File: src/rtl/prog_loader.sv
// prog_loader: UART-fed program loader for an instruction memory.
//
// Receives a little-endian length header of LEN_BYTES bytes giving the word
// count N, then N little-endian DATA_W-bit words, and writes each completed
// word into instruction memory while holding the CPU in reset. An idle gap
// of TIMEOUT_CYC cycles between bytes aborts the load.
//
// Parameters:
//   DATA_W       instruction word width (multiple of 8, 8..64)
//   ADDR_W       instruction memory word-address width
//   LEN_BYTES    byte count of the length header
//   TIMEOUT_CYC  maximum idle gap in cycles between bytes
//
// Ports:
//   clk           system clock, rising edge
//   rst           synchronous active-high reset
//   start         one-cycle request to begin a load
//   rx_valid      one-cycle strobe qualifying rx_data
//   rx_data       received byte
//   fetch_pc      CPU byte program counter (drives imem_addr when not loading)
//   imem_addr     instruction memory word address
//   imem_we       instruction memory write enable
//   imem_wdata    instruction memory write data
//   cpu_hold      CPU held in reset while a load is in progress
//   done          last load completed successfully
//   err           last load aborted
//   words_loaded  words written in the current or last load
module prog_loader #(
  parameter int DATA_W      = 32,
  parameter int ADDR_W      = 14,
  parameter int LEN_BYTES   = 4,
  parameter int TIMEOUT_CYC = 1000000
) (
  input  logic              clk,
  input  logic              rst,
  input  logic              start,
  input  logic              rx_valid,
  input  logic [7:0]        rx_data,
  input  logic [ADDR_W+1:0] fetch_pc,
  output logic [ADDR_W-1:0] imem_addr,
  output logic              imem_we,
  output logic [DATA_W-1:0] imem_wdata,
  output logic              cpu_hold,
  output logic              done,
  output logic              err,
  output logic [ADDR_W:0]   words_loaded
);

  localparam int BPW   = DATA_W / 8;
  localparam int LEN_W = 8 * LEN_BYTES;
  localparam int CNT_W = 8;
  localparam int TMO_W = $clog2(TIMEOUT_CYC + 1);
  // Wide enough to compare the header value against 2^ADDR_W without overflow.
  localparam int CMP_W = ((LEN_W > ADDR_W + 1) ? LEN_W : ADDR_W + 1) + 1;

  typedef enum logic [2:0] {
    S_IDLE = 3'd0,
    S_LEN  = 3'd1,
    S_DATA = 3'd2,
    S_DONE = 3'd3,
    S_ERR  = 3'd4
  } state_t;

  state_t            state;
  state_t            state_nx;
  logic [CNT_W-1:0]  byte_cnt;
  logic [LEN_W-1:0]  len_reg;
  logic [LEN_W-1:0]  len_nx;
  logic [DATA_W-1:0] word_buf;
  logic [DATA_W-1:0] word_nx;
  logic [TMO_W-1:0]  tmo_cnt;
  logic [ADDR_W:0]   wcnt;
  logic              vld_p1;
  logic [DATA_W-1:0] wdata_p1;

  logic loading;
  logic accept;
  logic hdr_last;
  logic word_last;
  logic tmo_hit;
  logic last_write;
  logic restart;
  logic len_zero;
  logic len_big;
  logic pc_lo_unused;

  // Byte-offset bits of the CPU PC are irrelevant for word addressing.
  assign pc_lo_unused = ^fetch_pc[1:0];

  assign loading    = (state == S_LEN) || (state == S_DATA);
  assign accept     = rx_valid && loading;
  assign restart    = start && !loading;
  assign hdr_last   = accept && (state == S_LEN) &&
                      (byte_cnt == CNT_W'(LEN_BYTES - 1));
  assign tmo_hit    = loading && !accept &&
                      (tmo_cnt == TMO_W'(TIMEOUT_CYC - 1));
  // The edge ending the write of word N-1 finishes the load.
  assign last_write = vld_p1 &&
                      ((CMP_W'(wcnt) + CMP_W'(1)) == CMP_W'(len_reg));
  // A byte landing on the final write cycle is dropped, so no extra word
  // can be started once the load is complete.
  assign word_last  = accept && (state == S_DATA) && !last_write &&
                      (byte_cnt == CNT_W'(BPW - 1));
  assign len_zero   = (len_nx == '0);
  assign len_big    = CMP_W'(len_nx) > (CMP_W'(1) << ADDR_W);

  // Little-endian byte insertion at the current byte position.
  always_comb begin
    len_nx  = len_reg;
    word_nx = word_buf;
    for (int i = 0; i < LEN_BYTES; i++) begin
      if (byte_cnt == CNT_W'(i)) len_nx[8*i +: 8] = rx_data;
    end
    for (int i = 0; i < BPW; i++) begin
      if (byte_cnt == CNT_W'(i)) word_nx[8*i +: 8] = rx_data;
    end
  end

  always_ff @(posedge clk) begin
    if (rst) state <= S_IDLE;
    else     state <= state_nx;
  end

  always_comb begin
    state_nx = state;
    case (state)
      S_IDLE, S_DONE, S_ERR: begin
        if (start) state_nx = S_LEN;
      end
      S_LEN: begin
        if (hdr_last) begin
          if (len_zero)     state_nx = S_DONE;
          else if (len_big) state_nx = S_ERR;
          else              state_nx = S_DATA;
        end else if (tmo_hit) begin
          state_nx = S_ERR;
        end
      end
      S_DATA: begin
        if (last_write)   state_nx = S_DONE;
        else if (tmo_hit) state_nx = S_ERR;
      end
      default: state_nx = S_IDLE;
    endcase
  end

  always_comb begin
    cpu_hold = loading;
    done     = (state == S_DONE);
    err      = (state == S_ERR);
    // rst gates the pending write combinationally so an abort issues nothing.
    imem_we  = vld_p1 && loading && !rst;
    if (loading) imem_addr = wcnt[ADDR_W-1:0];
    else         imem_addr = fetch_pc[ADDR_W+1:2];
  end

  assign imem_wdata   = wdata_p1;
  assign words_loaded = wcnt;

  // Stage p0: byte capture, header/word assembly, timeout.
  // Stage p1: completed word presented to memory for one cycle.
  always_ff @(posedge clk) begin
    if (rst) begin
      byte_cnt <= '0;
      len_reg  <= '0;
      word_buf <= '0;
      tmo_cnt  <= '0;
      wcnt     <= '0;
      vld_p1   <= 1'b0;
      wdata_p1 <= '0;
    end else if (restart) begin
      byte_cnt <= '0;
      len_reg  <= '0;
      word_buf <= '0;
      tmo_cnt  <= '0;
      wcnt     <= '0;
      vld_p1   <= 1'b0;
    end else begin
      vld_p1 <= word_last;
      if (word_last) wdata_p1 <= word_nx;
      if (vld_p1)    wcnt     <= wcnt + 1'b1;

      if (accept)       tmo_cnt <= '0;
      else if (loading) tmo_cnt <= tmo_cnt + 1'b1;

      if (accept && (state == S_LEN)) begin
        len_reg  <= len_nx;
        byte_cnt <= hdr_last ? '0 : byte_cnt + 1'b1;
      end
      if (accept && (state == S_DATA) && !last_write) begin
        word_buf <= word_nx;
        byte_cnt <= word_last ? '0 : byte_cnt + 1'b1;
      end
    end
  end

endmodule

File: config.mk
export PLATFORM = sky130hd
export DESIGN_NAME = prog_loader
export DESIGN_NICKNAME = d
export VERILOG_FILES = /design/src/rtl/prog_loader.sv
export SDC_FILE = /design/constraint.sdc
export NUM_CORES = 1
export LEC_CHECK = 0
export ABC_CLOCK_PERIOD_IN_PS = 3350
export CORE_ASPECT_RATIO = 0.75
export CORE_MARGIN = 1.5
export CORE_UTILIZATION = 45
export DETAILED_ROUTE_END_ITERATION = 6
export GPL_ROUTABILITY_DRIVEN = 0
export GPL_TIMING_DRIVEN = 0
export PLACE_DENSITY = 0.68
export SLEW_MARGIN = 20
export SYNTH_ARGS = -nofsm -noshare
export SYNTH_HDL_FRONTEND = slang
export SYNTH_SLANG_ARGS = --single-unit
export TNS_END_PERCENT = 50
File: constraint.sdc
create_clock -name clk -period 3.35 [get_ports clk]
set_input_delay 0.335 -clock clk [delete_from_list [all_inputs] [get_ports clk]]
set_output_delay 0.335 -clock clk [all_outputs]
set_load 0.01 [all_outputs]
* Word level (Yosys, flattened, before mapping)
Cells that the tools add are included.
Cells by class: magnitude comparators 1, muxes and demuxes 20, bitwise logic cells 1, equal/unequal tests 10, reductions and logical operators 25, add/subtract/negate cells 4
Operator list (count):
- $mux W8 | 12
- $eq A16 B32 Y1 | 1
- $gt A32 B15 Y1 const B | 1
- $logic_not A32 Y1 | 1
- $add A20 B1 Y20 const B | 1
- $eq A20 B20 Y1 const B | 1
- $mux W3 | 6
- $add A15 B1 Y16 const B | 1
- $eq A8 B2 Y1 const B | 2
- $add A15 B1 Y15 const B | 1
- $mux W14 | 1
- $logic_and A1 B1 Y1 | 12
- $pmux W3 S3 | 1
- $add A8 B1 Y8 const B | 1
- $eq A8 B1 Y1 const B | 1
- $logic_not A8 Y1 | 1
- $eq A3 B2 Y1 const B | 2
- $reduce_or A3 Y1 | 2
- $logic_not A1 Y1 | 4
- $eq A3 B1 Y1 const B | 1
- $eq A3 B3 Y1 const B | 1
- $logic_not A3 Y1 | 1
- $ne A2 B2 Y1 const B | 1
- $reduce_and A2 Y1 | 1
- 4 further kinds | 4
Word-level totals: bits of input ports 28, output and inout bits 65, register bits 143, logic and storage cells 69

* Logic depth before layout (Yosys ltp)
word-level depth 9, depth in mapped cells 12, mapped depth without buffers 9

* Worst setup path before layout
No wires, ideal clock.
path kind register -> register, from register wcnt[0] (netlist: words_loaded[0]), to register byte_cnt[3], required time 3231 ps, setup time 119 ps, period minus slack after synthesis 2965 ps, buffers on the path 2, cell stages (with the launch flop) 12, slack 385 ps, arrival time 2847 ps, cell sequence dfxtp_1 ha_1 buf_2 nand2_1 or4_1 o211ai_1 nand3_1 nor4b_4 a21o_1 buf_4 nor2_1 o221a_2
Between the ends: word-level cells in the longest chain between the ends 8, elaborated cells on any way between the ends 9, those cells by class 1 x add/sub; 1 x eq/ne; 2 x mux; 5 x reduce/logical
RTL lines:
- from (decl) | line 72 | logic [ADDR_W:0] wcnt;
- from (signal assigned) | line 181 | if (vld_p1) wcnt <= wcnt + 1'b1;
- $add A15 B1 Y16 * | line 99 | ((CMP_W'(wcnt) + CMP_W'(1)) == CMP_W'(len_reg));
- $eq A16 B32 Y1 * | line 99
- $logic_and A1 B1 Y1 * | line 98 | assign last_write = vld_p1 &&
- $logic_not A1 Y1 * | line 102, 190
- $logic_and A1 B1 Y1 * | line 102, 190
- $logic_and A1 B1 Y1 | line 102 | assign word_last = accept && (state == S_DATA) && !last_write &&
- $mux W8 | line 192 | byte_cnt <= word_last ? '0 : byte_cnt + 1'b1;
- $mux W8 | line 190 | if (accept && (state == S_DATA) && !last_write) begin
- to (signal assigned) | line 188 | byte_cnt <= hdr_last ? '0 : byte_cnt + 1'b1;
- to (signal assigned) | line 192
- to (decl) | line 66 | logic [CNT_W-1:0] byte_cnt;
Every way passes the cells marked *; elsewhere a longest branch is shown, timed or not. A chain may end at the register's enable or synchronous reset.

* Worst setup path in the final report
from register wcnt[0] (netlist: words_loaded[0]), to register state[0]
Between the ends: word-level cells in the longest chain between the ends 5
RTL lines:
- $add A15 B1 Y16 | line 99
- $eq A16 B32 Y1 | line 99
- $logic_and A1 B1 Y1 | line 98
- $mux W3 | line 140 | if (last_write) state_nx = S_DONE;
- $pmux W3 S3 | line 126 | case (state)
- to (signal assigned) | line 121 | else state <= state_nx;
- to (decl) | line 64 | state_t state;
No other way between the ends.

==> flow_summary.toml <==
[outcome]
status = "complete, no violations"

[routing]
drt_pass1_iterations = 5
wirelength_um = 17900
avgViaCountPerCell = 5.43
drt_iter0_markers = 575
drc = 0
avgRoutedWirePerCell_um = 16.2
via_count = 5991
antenna_left = 0

[power_and_ir_drop]
power_density_mw_per_mm2 = 446
ir_drop_v = 0.000332
p_leak_nw = 2.99

[cells_and_area]
final_net_count = 924
num-fill-cells = 1340
syn_to_final_growth_pct = 25.9
utilization_pct = 58.3
stdcell_count = 1103
drive_above_1_share_pct = 10.5
antennaDiodeCount = 0

[yosys]
netlist_area_mm2 = 0.00673
netlist.area_leader.share_pct = 40.1
synthFlopType = "dfxtp_1"
synth_edf_count = 0
syn_inst = 781
synth_warnings = 0
synthAdderAreaFrac_pct = 1.12
synth_area_per_cell_um2 = 8.62
async_reset_ff_share_pct = 0
synthDistinctLibCells = 61
yosysSeqAreaShare_pct = 40.1
synth.area.mux_share_pct = 16.5
synthTopCellsByArea = "dfxtp_1 40%, mux2i_1 11%, nor2_1 7.3%"
synth_compound_area_share_pct = 8.25
synth-seq-cells = 135
synth_top_cell_by_area = "dfxtp_1"
synth_nets = 815
synth_xor_area_share_pct = 5.86
synth_top_family_by_area = "simple AND/OR/NAND/NOR gates"
synth-simple-area-share_pct = 24.1

[critical_path]
critPathArrivalTime_ns = 3.46
cp-end-kind = "flop"
crit_fanout = 10
required_ns = 3.67
path_class = "reg -> reg"
worstSetupStartpointType = "flop"

[sta]
rsz0062_at_grt = "false"
setup_ws_ns = 0.210
timing.hold.ws_ns = 0.477
hold_violations = 0
worst_pin_slew_ns = 0.724
finalCriticalPeriod_ns = 3.14
max_freq_ghz = 0.318
fin_crit_sh_pct = 93.7
relSlewSlack_pct = 51.8
fin_skew_ns = 0.00907
slew_viol_final = 0
finalSetupViolCount = 0

[cts]
insertion_delay_ns = 0.43
ctsRootBufferMaster = "clkbuf_16"
cts.sinks = 135
tritoncts = "done"
cts_max_level = 4
numCtsBuffers = 17
cts_buffer_depth = 2
path_clk_slew_ns = 0.06

[floorplan]
core-area_mm2 = 0.0145
row_count = 38
die_area_mm2 = 0.0157
dieHeight_um = 109
start_util_pct = 46.3
die_x_um = 144
pin_count = 93

[global_route]
grt_busiest_layer = "met1"
overflow = 0
grt_pass1_wl_um = 28400
met1_usage_pct = 35.2
met3_usage_pct = 5.71
grt_pass1_vias = 5344
grt_use_met2_pct = 33.4
antenna_found_initial = 0
grt_max_degree = 17
track_usage_pct = 23.6

[run]
maxCapViolCount = 0

[worst_hold_path]
hold_path_class = "reg -> reg"

[placed_design]
post-place-ws_ns = -0.0902
io_buffers = 89
dp.cells = 1070
hpwl_um = 12700
-- final timing paths --
| kind | depth (start not counted) | slack [ns] | startpoint | endpoint |
|---|---|---|---|---|
| max | 11 | 0.21 | words_loaded[0]$_SDFFE_PP0P_ | state[0]$_SDFFE_PP0P_ |
| min | 2 | 0.48 | len_reg[29]$_SDFFE_PP0P_ | len_reg[29]$_SDFFE_PP0P_ |
| max reg2reg | 11 | 0.21 | words_loaded[0]$_SDFFE_PP0P_ | state[0]$_SDFFE_PP0P_ |
| min reg2reg | 2 | 0.48 | len_reg[29]$_SDFFE_PP0P_ | len_reg[29]$_SDFFE_PP0P_ |
-- logic make-up (layout without fill, tap and decap cells) --
group,count (synthesis),after routing
AO/OA/AOI/OAI,87,87
XOR/XNOR,45,45
adder cells (fa/ha/maj),6,6
buffers and inverters,62,184
flip-flops,135,135
multiplexers,107,107
AND/OR/NAND/NOR,339,339
-- cells in the final DEF (no fill, tap or decap), types with 13 or more instances in the layout --
master	netlist	routed
clkdlybuf4s50_1	0	89
clkbuf_16	0	17
nor2_1	131	131
dfxtp_1	135	133
xor2_1	26	26
mux2i_1	76	76
a21oi_1	37	37
nand3_1	28	28
inv_1	13	13
nand2_1	83	83
xnor2_1	19	19
clkbuf_1	33	31
mux2_2	31	31
nor3_1	13	13
-- per-stage QoR --
stage / setup TNS [ns] / power, W / area (um^2)
2_1_floorplan: 0 / 0.00182 / 6730
3_3_place_gp: -0.0685 / 0.00195 / 7870
3_5_place_dp: -0.110 / 0.00195 / 7870
4_1_cts: 0 / 0.00380 / 8470
5_1_grt: 0 / 0.00390 / 8480
6_report: 0 / 0.00378 / 8480
-- worst max-delay path, cell delays in order (launching register included) --
cell      delay, ns
dfxtp_2        0.44
ha_1           0.18
clkbuf_4       0.21
nand2_1        0.14
or4_1          0.48
o211ai_1       0.24
nand3_1        0.15
nor4b_4        0.40
buf_4          0.23
and2_1         0.18
a21oi_1        0.08
o41ai_1        0.31
-- cell usage after synthesis, drive strengths merged, types with 2 or more instances --
| cell type | count |
|---|---|
| dfxtp | 135 |
| nor2 | 131 |
| nand2 | 83 |
| mux2i | 76 |
| a21oi | 41 |
| clkbuf | 33 |
| mux2 | 31 |
| nand3 | 30 |
| xor2 | 26 |
| xnor2 | 19 |
| buf | 16 |
| inv | 13 |
| nor3 | 13 |
| nand4 | 12 |
| nor4 | 12 |
| o21ai | 11 |
| and2 | 8 |
| or3 | 8 |
| or4 | 7 |
| and3 | 6 |
| ha | 6 |
| nand2b | 6 |
| and4 | 5 |
| a31oi | 4 |
| o211ai | 4 |
| nand3b | 3 |
| nand4b | 3 |
| nor4b | 3 |
| o2111ai | 3 |
| o21bai | 3 |
| o31ai | 3 |
| a211oi | 2 |
| a21o | 2 |
| a311oi | 2 |
| nor3b | 2 |
| o41ai | 2 |
| or2 | 2 |
-- area by class of cell --
| cell class | instances | area (um^2) | share of cell area [%] |
|---|---|---|---|
| clock buffers | 18 | 439 | 5.18 |
| repair buffers | 90 | 898 | 10.6 |
| clock inverters | 14 | 151 | 1.79 |
| well taps | 200 | 250 | 2.95 |
| plain buffers | 49 | 230 | 2.72 |
| flip-flops and latches | 135 | 2710 | 31.9 |
| inverters | 13 | 48.8 | 0.576 |
| multi-input cells | 584 | 3750 | 44.3 |
-- repair_timing --
action	4_1_cts	5_1_grt
buffers inserted	1	0
gates resized for setup	0	7
gates cloned	0	0
pin swaps	1	0
setup endpoints to repair	14	71
hold buffers	0	0
-- power by group --
part | switching (W) | leakage (nW) | internal (W)
Sequential | 0.0000102 | 1.09 | 0.00161
Combinational | 0.000169 | 1.62 | 0.000125
Clock | 0.000744 | 0.275 | 0.00112
-- routing by layer --
metal / routed length, um / vias to the layer above
met1: 8800 / 2843
met4: 254 / 0
li1: - / 2942
met3: 1170 / 20
met5: 0 / -
met2: 7640 / 186
Power figures use the tool's default switching activity.
